<file path="src/rtl/nibble_bus_memory.sv">
// DEPTH x 4-bit flop memory written by a two-phase CPU bus (address cycle, then data cycle).
// Optional serial loader port group compiled in with `define NBM_LOADER_EN.
module nibble_bus_memory #(
  parameter int         DEPTH    = 32,
  parameter logic [3:0] INIT_VAL = 4'h0
) (
  input  logic                     clk,
  input  logic                     rst_p,
  input  logic [6:0]               bus_addr,
  input  logic                     bus_wcyc,
`ifdef NBM_LOADER_EN
  input  logic                     load_en,
  input  logic                     load_valid,
  input  logic [3:0]               load_data,
  output logic [$clog2(DEPTH)-1:0] load_ptr,
`endif
  output logic [3:0]               rdata,
  output logic                     wr_strobe,
  output logic                     err_oor,
  output logic                     err_proto
);

  localparam int         AW      = $clog2(DEPTH);
  localparam logic [7:0] DEPTH_W = 8'(DEPTH);

  typedef enum logic {W_IDLE = 1'b0, W_DATA = 1'b1} wstate_t;

  wstate_t    state_r, state_nxt_s;
  logic [3:0] mem_r [DEPTH];
  logic [6:0] waddr_r, waddr_nxt_s;
  logic       mem_we_s, oor_set_s, proto_set_s, hold_s;
  logic       wr_strobe_r, err_oor_r, err_proto_r;

  function automatic logic in_range(input logic [6:0] a);
    return ({1'b0, a} < DEPTH_W);
  endfunction

  // Combinational read port; out-of-range addresses read as zero
  always_comb begin
    if (in_range(bus_addr)) begin
      rdata = mem_r[bus_addr[AW-1:0]];
    end else begin
      rdata = 4'h0;
    end
  end

`ifdef NBM_LOADER_EN
  logic [AW-1:0] load_ptr_r;
  logic          load_we_s;

  assign hold_s    = load_en;
  assign load_we_s = load_en & load_valid;
  assign load_ptr  = load_ptr_r;

  // Loader pointer: advances per accepted nibble, cleared whenever the loader is idle
  always_ff @(posedge clk) begin
    if (rst_p || !load_en) begin
      load_ptr_r <= {AW{1'b0}};
    end else if (load_valid) begin
      load_ptr_r <= (load_ptr_r == AW'(DEPTH - 1)) ? {AW{1'b0}} : load_ptr_r + AW'(1);
    end else begin
      load_ptr_r <= load_ptr_r;
    end
  end
`else
  assign hold_s = 1'b0;
`endif

  // Write FSM next state; an active loader forces the bus side idle and drops any pending write
  always_comb begin
    state_nxt_s = state_r;
    waddr_nxt_s = waddr_r;
    mem_we_s    = 1'b0;
    oor_set_s   = 1'b0;
    proto_set_s = 1'b0;
    if (hold_s) begin
      state_nxt_s = W_IDLE;
    end else begin
      case (state_r)
        W_IDLE: begin
          if (bus_wcyc) begin
            waddr_nxt_s = bus_addr;
            state_nxt_s = W_DATA;
          end else begin
            state_nxt_s = W_IDLE;
          end
        end
        W_DATA: begin
          state_nxt_s = W_IDLE;
          if (!bus_wcyc) begin
            proto_set_s = 1'b1;
          end else if (in_range(waddr_r)) begin
            mem_we_s = 1'b1;
          end else begin
            oor_set_s = 1'b1;
          end
        end
        default: begin
          state_nxt_s = W_IDLE;
        end
      endcase
    end
  end

  // Memory array: reset fill, bus write commit, loader write
  always_ff @(posedge clk) begin
    if (rst_p) begin
      for (int i = 0; i < DEPTH; i++) begin
        mem_r[i] <= INIT_VAL;
      end
    end else if (mem_we_s) begin
      mem_r[waddr_r[AW-1:0]] <= bus_addr[3:0];
`ifdef NBM_LOADER_EN
    end else if (load_we_s) begin
      mem_r[load_ptr_r] <= load_data;
`endif
    end
  end

  // FSM state, latched write address, strobe and sticky error flags
  always_ff @(posedge clk) begin
    if (rst_p) begin
      state_r     <= W_IDLE;
      waddr_r     <= 7'h00;
      wr_strobe_r <= 1'b0;
      err_oor_r   <= 1'b0;
      err_proto_r <= 1'b0;
    end else begin
      state_r     <= state_nxt_s;
      waddr_r     <= waddr_nxt_s;
      wr_strobe_r <= mem_we_s;
      err_oor_r   <= err_oor_r | oor_set_s;
      err_proto_r <= err_proto_r | proto_set_s;
    end
  end

  assign wr_strobe = wr_strobe_r;
  assign err_oor   = err_oor_r;
  assign err_proto = err_proto_r;

endmodule

</file>
<file path="config.mk">
export PLATFORM = sky130hd
export DESIGN_NAME = nibble_bus_memory
export DESIGN_NICKNAME = d
export VERILOG_FILES = /design/src/rtl/nibble_bus_memory.sv
export SDC_FILE = /design/constraint.sdc
export NUM_CORES = 1
export LEC_CHECK = 0
export ABC_CLOCK_PERIOD_IN_PS = 3600
export CAP_MARGIN = 20
export CORE_MARGIN = 2
export CORE_UTILIZATION = 42
export DETAILED_ROUTE_END_ITERATION = 16
export GPL_ROUTABILITY_DRIVEN = 0
export PLACE_DENSITY = 0.66
export SETUP_SLACK_MARGIN = 0.4
export SYNTH_ARGS = -nofsm -noshare
export SYNTH_HDL_FRONTEND = slang
export SYNTH_SLANG_ARGS = --single-unit
export TNS_END_PERCENT = 5
</file>
<file path="constraint.sdc">
create_clock -name clk -period 3.6 [get_ports clk]
set_input_delay 1.08 -clock clk [delete_from_list [all_inputs] [get_ports clk]]
set_output_delay 1.08 -clock clk [all_outputs]
set_load 0.1 [all_outputs]
</file>
## Yosys cells after proc, flatten, opt, wreduce, memory -nomap -nowiden

Memory sizes are Yosys's and may differ from the RTL's.
Cells that the tools add are included.

| word-level totals | value |
|---|---|
| bits in registers | 11 |
| bits in writable memories | 128 |
| input bits | 10 |
| output and inout bits | 7 |
| word-level logic and storage cells | 32 |
| memories | 1 |

| operators by class | value |
|---|---|
| $lt $le $gt $ge | 2 |
| mux-type cells | 19 |
| bitwise gates (word level) | 3 |
| reductions and logical operators | 2 |

Memory list:

| name | words | bits a word | rd ports | clocked after memory_dff | write ports | line | text |
|---|---|---|---|---|---|---|---|
| mem_r | 32 | 4 | 1 | 0 | 32 | 29 | `logic [3:0] mem_r [DEPTH];` |

Operators with widths:

| kind | count |
|---|---|
| $mux 1 | 15 |
| $lt 7x6->1 const B | 2 |
| $mux 4 | 2 |
| $mux 5 | 1 |
| $reduce_or 4->1 | 1 |
| $or 1x1->1 | 2 |
| $pmux 1 s2 | 1 |
| $reduce_and 2->1 | 1 |
| $not 1->1 | 1 |

## Longest topological paths before layout

| logic depth | value |
|---|---|
| word-level depth | 9 |
| mapped depth | 7 |
| depth with buffers taken out | 4 |

## Worst setup path before layout

OpenSTA, ideal clock, no wires.

| timing path | value |
|---|---|
| path kind | in2out |
| start point | input port bus_addr[1] |
| end point | output port rdata[1] |
| arrival | 3659 ps |
| path slack | -1139 ps |
| cell stages on the path | 6 |
| buffers on the path | 2 |
| cell sequence | buf_6 -> buf_12 -> mux4_2 -> mux2i_1 -> or2_2 -> a31oi_1 |

| on the way | value |
|---|---|
| cells in the longest elaborated chain, start to end | 2 |

RTL lines:

| what | line | text |
|---|---|---|
| from (decl) | 9 | `input logic [6:0] bus_addr,` |
| $mem_v2 32x4 or $lt 7x6->1 (tied branches) | - |  |
| $mux 4 (*) | 40 | `if (in_range(bus_addr)) begin` |
| to (decl) | 17 | `output logic [3:0] rdata,` |

Every way passes the cells marked *; elsewhere a longest branch is shown, timed or not.

## Final worst setup path

Ends and elaborated chain as after synthesis.

==> flow_metrics.env <==
export IMPL_dp_hpwl_um=10200
export IMPL_met3_usage_pct=4.28
export IMPL_placed_cell_area_um2=7390
export IMPL_crit_chain="buf_12, buf_12, mux4_2, mux2i_1, a221o_1, a31oi_4, buf_12"
export IMPL_relSlewSlack_pct=54.5
export IMPL_avgSynthCellArea_um2=13.6
export IMPL_min_from="err_oor$_SDFF_PP0_"
export IMPL_use_met2_pct=30.1
export IMPL_cts_root_buf="clkbuf_16"
export IMPL_vias=3992
export IMPL_track_usage_pct=18.8
export IMPL_die_y_um=131
export IMPL_synth_fa_ha_area_share_pct=0
export IMPL_min_path_type="register to register"
export IMPL_synth_xor_area_share_pct=0
export IMPL_violations="negative setup slack"
export IMPL_top_usage_layer="met2"
export IMPL_synth_seq_cells=139
export IMPL_cpPeakStageDelay_ns=0.36
export IMPL_cp_slowest_cell="a221o_1"
export IMPL_worstRegToRegCells=4
export IMPL_critPathRequiredTime_ns=2.52
export IMPL_area_delta_synth_final_pct=19.7
export IMPL_cts_inserted_buffers=17
export IMPL_antenna_found_initial=0
export IMPL_fmax_ghz=0.275
export IMPL_synth_compound_area_share_pct=1.65
export IMPL_std_cell_rows=46
export IMPL_powerDensity_nw_per_um2=480
export IMPL_overflow=0
export IMPL_status="complete, but fails checks"
export IMPL_finalHoldViolations=0
export IMPL_holdPathStages=2
export IMPL_cp_max_fo=8
export IMPL_clk_pin_slew_ns=0.06
export IMPL_synth_area_leaders="edfxtp_1, and2_1, mux4_2"
export IMPL_setup_viol=3
export IMPL_syn_area_um2=6750
export IMPL_routed_wirelength_um=14700
export IMPL_ff_latch_area_um2=4060
export IMPL_vdd_ir_drop_max_mv=0.339
export IMPL_multiInputGateArea_um2=2540
export IMPL_firstDrtPassIters=6
export IMPL_grt_pass1_wl_um=23100
export IMPL_crit_type="input pin to primary output"
export IMPL_period_needed_ns=3.63
export IMPL_final_common_cell="and2_1"
export IMPL_final_max_slew_viol_count=0
export IMPL_fin_nets=552
export IMPL_postRouteAntennaNets=0
export IMPL_synth_top_cell_by_area="edfxtp_1"
export IMPL_core_um2=15800
export IMPL_postLayoutCellArea_um2=8080
export IMPL_initial_core_util_pct=42.7
export IMPL_fin_ws_ns=-0.0344
export IMPL_cts_path_max_buffers=2
export IMPL_cp_arrival_ns=2.55
export IMPL_die_area_um2=17100
export IMPL_final_cell_mix="and2_1, edfxtp_1, buf_4, or2_2, nor2_1"
export IMPL_grt_pass1_vias=4123
export IMPL_clock_sinks=139
export IMPL_pin_count=17
export IMPL_rrSetupSlack_ns=1.43
export IMPL_wire_per_inst_um=19.1
export IMPL_crit_top_cell="buf_12"
export IMPL_fp_dieW_um=131
export IMPL_drc=0
export IMPL_cp_end_kind="primary output"
export IMPL_timing_rr_start="state_r$_SDFF_PP0_"
export IMPL_antenna_cells=0
export IMPL_drive_gt1_share_pct=27.6
export IMPL_timing_rr_end="mem_r[31][1]$_SDFFCE_PN0P_"
export IMPL_grt_max_degree=43
export IMPL_worst_slew_pin_slew_ns=0.677
export IMPL_synth_simple_area_share_pct=21.4
export IMPL_netlist_instances=497
export IMPL_vias_per_cell=5.18
export IMPL_fillers=1380
export IMPL_pre_cts_ws_ns=-0.259
export IMPL_totalPowerFinal_w=0.00388
export IMPL_synth_mux_area_fraction_pct=13.6
export IMPL_htreeDepth=4
export IMPL_synth_distinct_cells=31
export IMPL_synth_top_area_share_pct=56.9
export IMPL_use_met1_pct=24.8
export IMPL_worstHoldEndpoint="err_oor$_SDFF_PP0_"
export IMPL_critPathLaunchType="input pin"
export IMPL_power_leakage_nw=3.10
export IMPL_yosys_warnings=0
export IMPL_skew_ns=0.00788
export IMPL_clock_latency_ns=0.43
export IMPL_cts_tree="done"
export IMPL_timing_critical_path_buf_inv=3
export IMPL_ys_seq_area_share_pct=60.2
export IMPL_maxCapViolCount=0
export IMPL_drtIter0Drc=311
export IMPL_rsz0062_at_grt="true"
export IMPL_port_buffers=16
export IMPL_critPathTopFamily="compound AO/OA/AOI/OAI gates"
export IMPL_syn_nets=507
export IMPL_synth_top_family_by_area="simple AND/OR/NAND/NOR gates"
export IMPL_min_period_over_period_pct=101
## per-layer routing
layer / vias up / part of all wire, % / wire length, um
met4: 0 / 2.1 / 307
met3: 23 / 4.2 / 623
met2: 72 / 48 / 7110
met5: - / 0 / 0
li1: 1887 / - / -
met1: 2010 / 45 / 6660
## registers in the layout, summed over array words and instances (netlist names)
| name | cells |
|---|---|
| err_oor | 1 |
| err_proto | 1 |
| mem_r | 128 |
| state_r | 1 |
| waddr_r | 7 |
| wr_strobe | 1 |
## repair_timing
action                                  in CTS  in global routing
resized for setup                           24                  2
hold buffers                                 0                  0
setup buffers                                0                  0
cloned                                       2                  0
pin swaps                                    6                  2
endpoints found under the setup margin       4                  4
## area by class of cell
type	count	area share [%]
multi-input cells	322	31.4
clock buffers	21	6.36
clock inverters	11	0.945
repair buffers	60	7.56
inverters	2	0.0929
well taps	216	3.34
flip-flops and latches	139	50.3
## Yosys cell counts
master     count
a21oi_1        2
a221o_1        4
a22oi_1        4
a31oi_1        5
and2_1       131
and3b_1        1
buf_12         2
buf_2          4
buf_4          5
buf_6          3
clkbuf_1      20
dfxtp_1       11
edfxtp_1     128
inv_1          2
mux2_2         1
mux2i_1       34
mux4_1         7
mux4_2        17
nand2_1       10
nand2b_1       4
nand3_1        1
nand3_2        1
nand4_1        6
nand4b_1       3
nand4bb_1      1
nor2_1        34
nor2_2         2
nor2b_1        6
nor3_1        11
nor4_1         1
or2_2         36
## metrics by stage
step / utilization, % / instances / TNS (ns) / hold WS [ns]
finish: 51.1 / 771 / -0.0789 / 0.480
global route: 51.1 / 771 / -0.186 / 0.526
CTS: 51.0 / 771 / -0.128 / 0.485
detailed placement: 46.7 / 737 / -0.975 / 0.463
global placement: 46.7 / 737 / -0.758 / 0.458
floorplan: - / 497 / -0.498 / 0.477
## how the worst max path moves through the flow
stage / startpoint / end / cells after the start / slack [ns]
2_1_floorplan: bus_addr[1] / rdata[0] / 6 / -0.12
3_5_place_dp: bus_addr[0] / rdata[3] / 6 / -0.26
3_3_place_gp: bus_addr[0] / rdata[3] / 6 / -0.21
4_1_cts: bus_addr[1] / rdata[1] / 7 / -0.05
5_1_grt: bus_addr[1] / rdata[1] / 7 / -0.06
6_report: bus_addr[1] / rdata[1] / 7 / -0.03
## worst min-delay path, cell delays in order, from the launching register on
cell,delay (ns)
dfxtp_1,0.33
a31oi_1,0.04
nor2_1,0.07
## where the power goes
group	internal, W	switching, W	leakage, nW
combinational	0.000144	0.000182	1.40
sequential	0.00181	0.0000301	1.41
clock	0.00103	0.000681	0.300
total	0.00299	0.000894	3.10
## cell families after synthesis
group	Yosys count
AOI/OAI and AO/OA	15
and+or+nand+nor	248
DFF	139
buffers and inverters	36
muxes	59
Power figures use the tool's default switching activity.
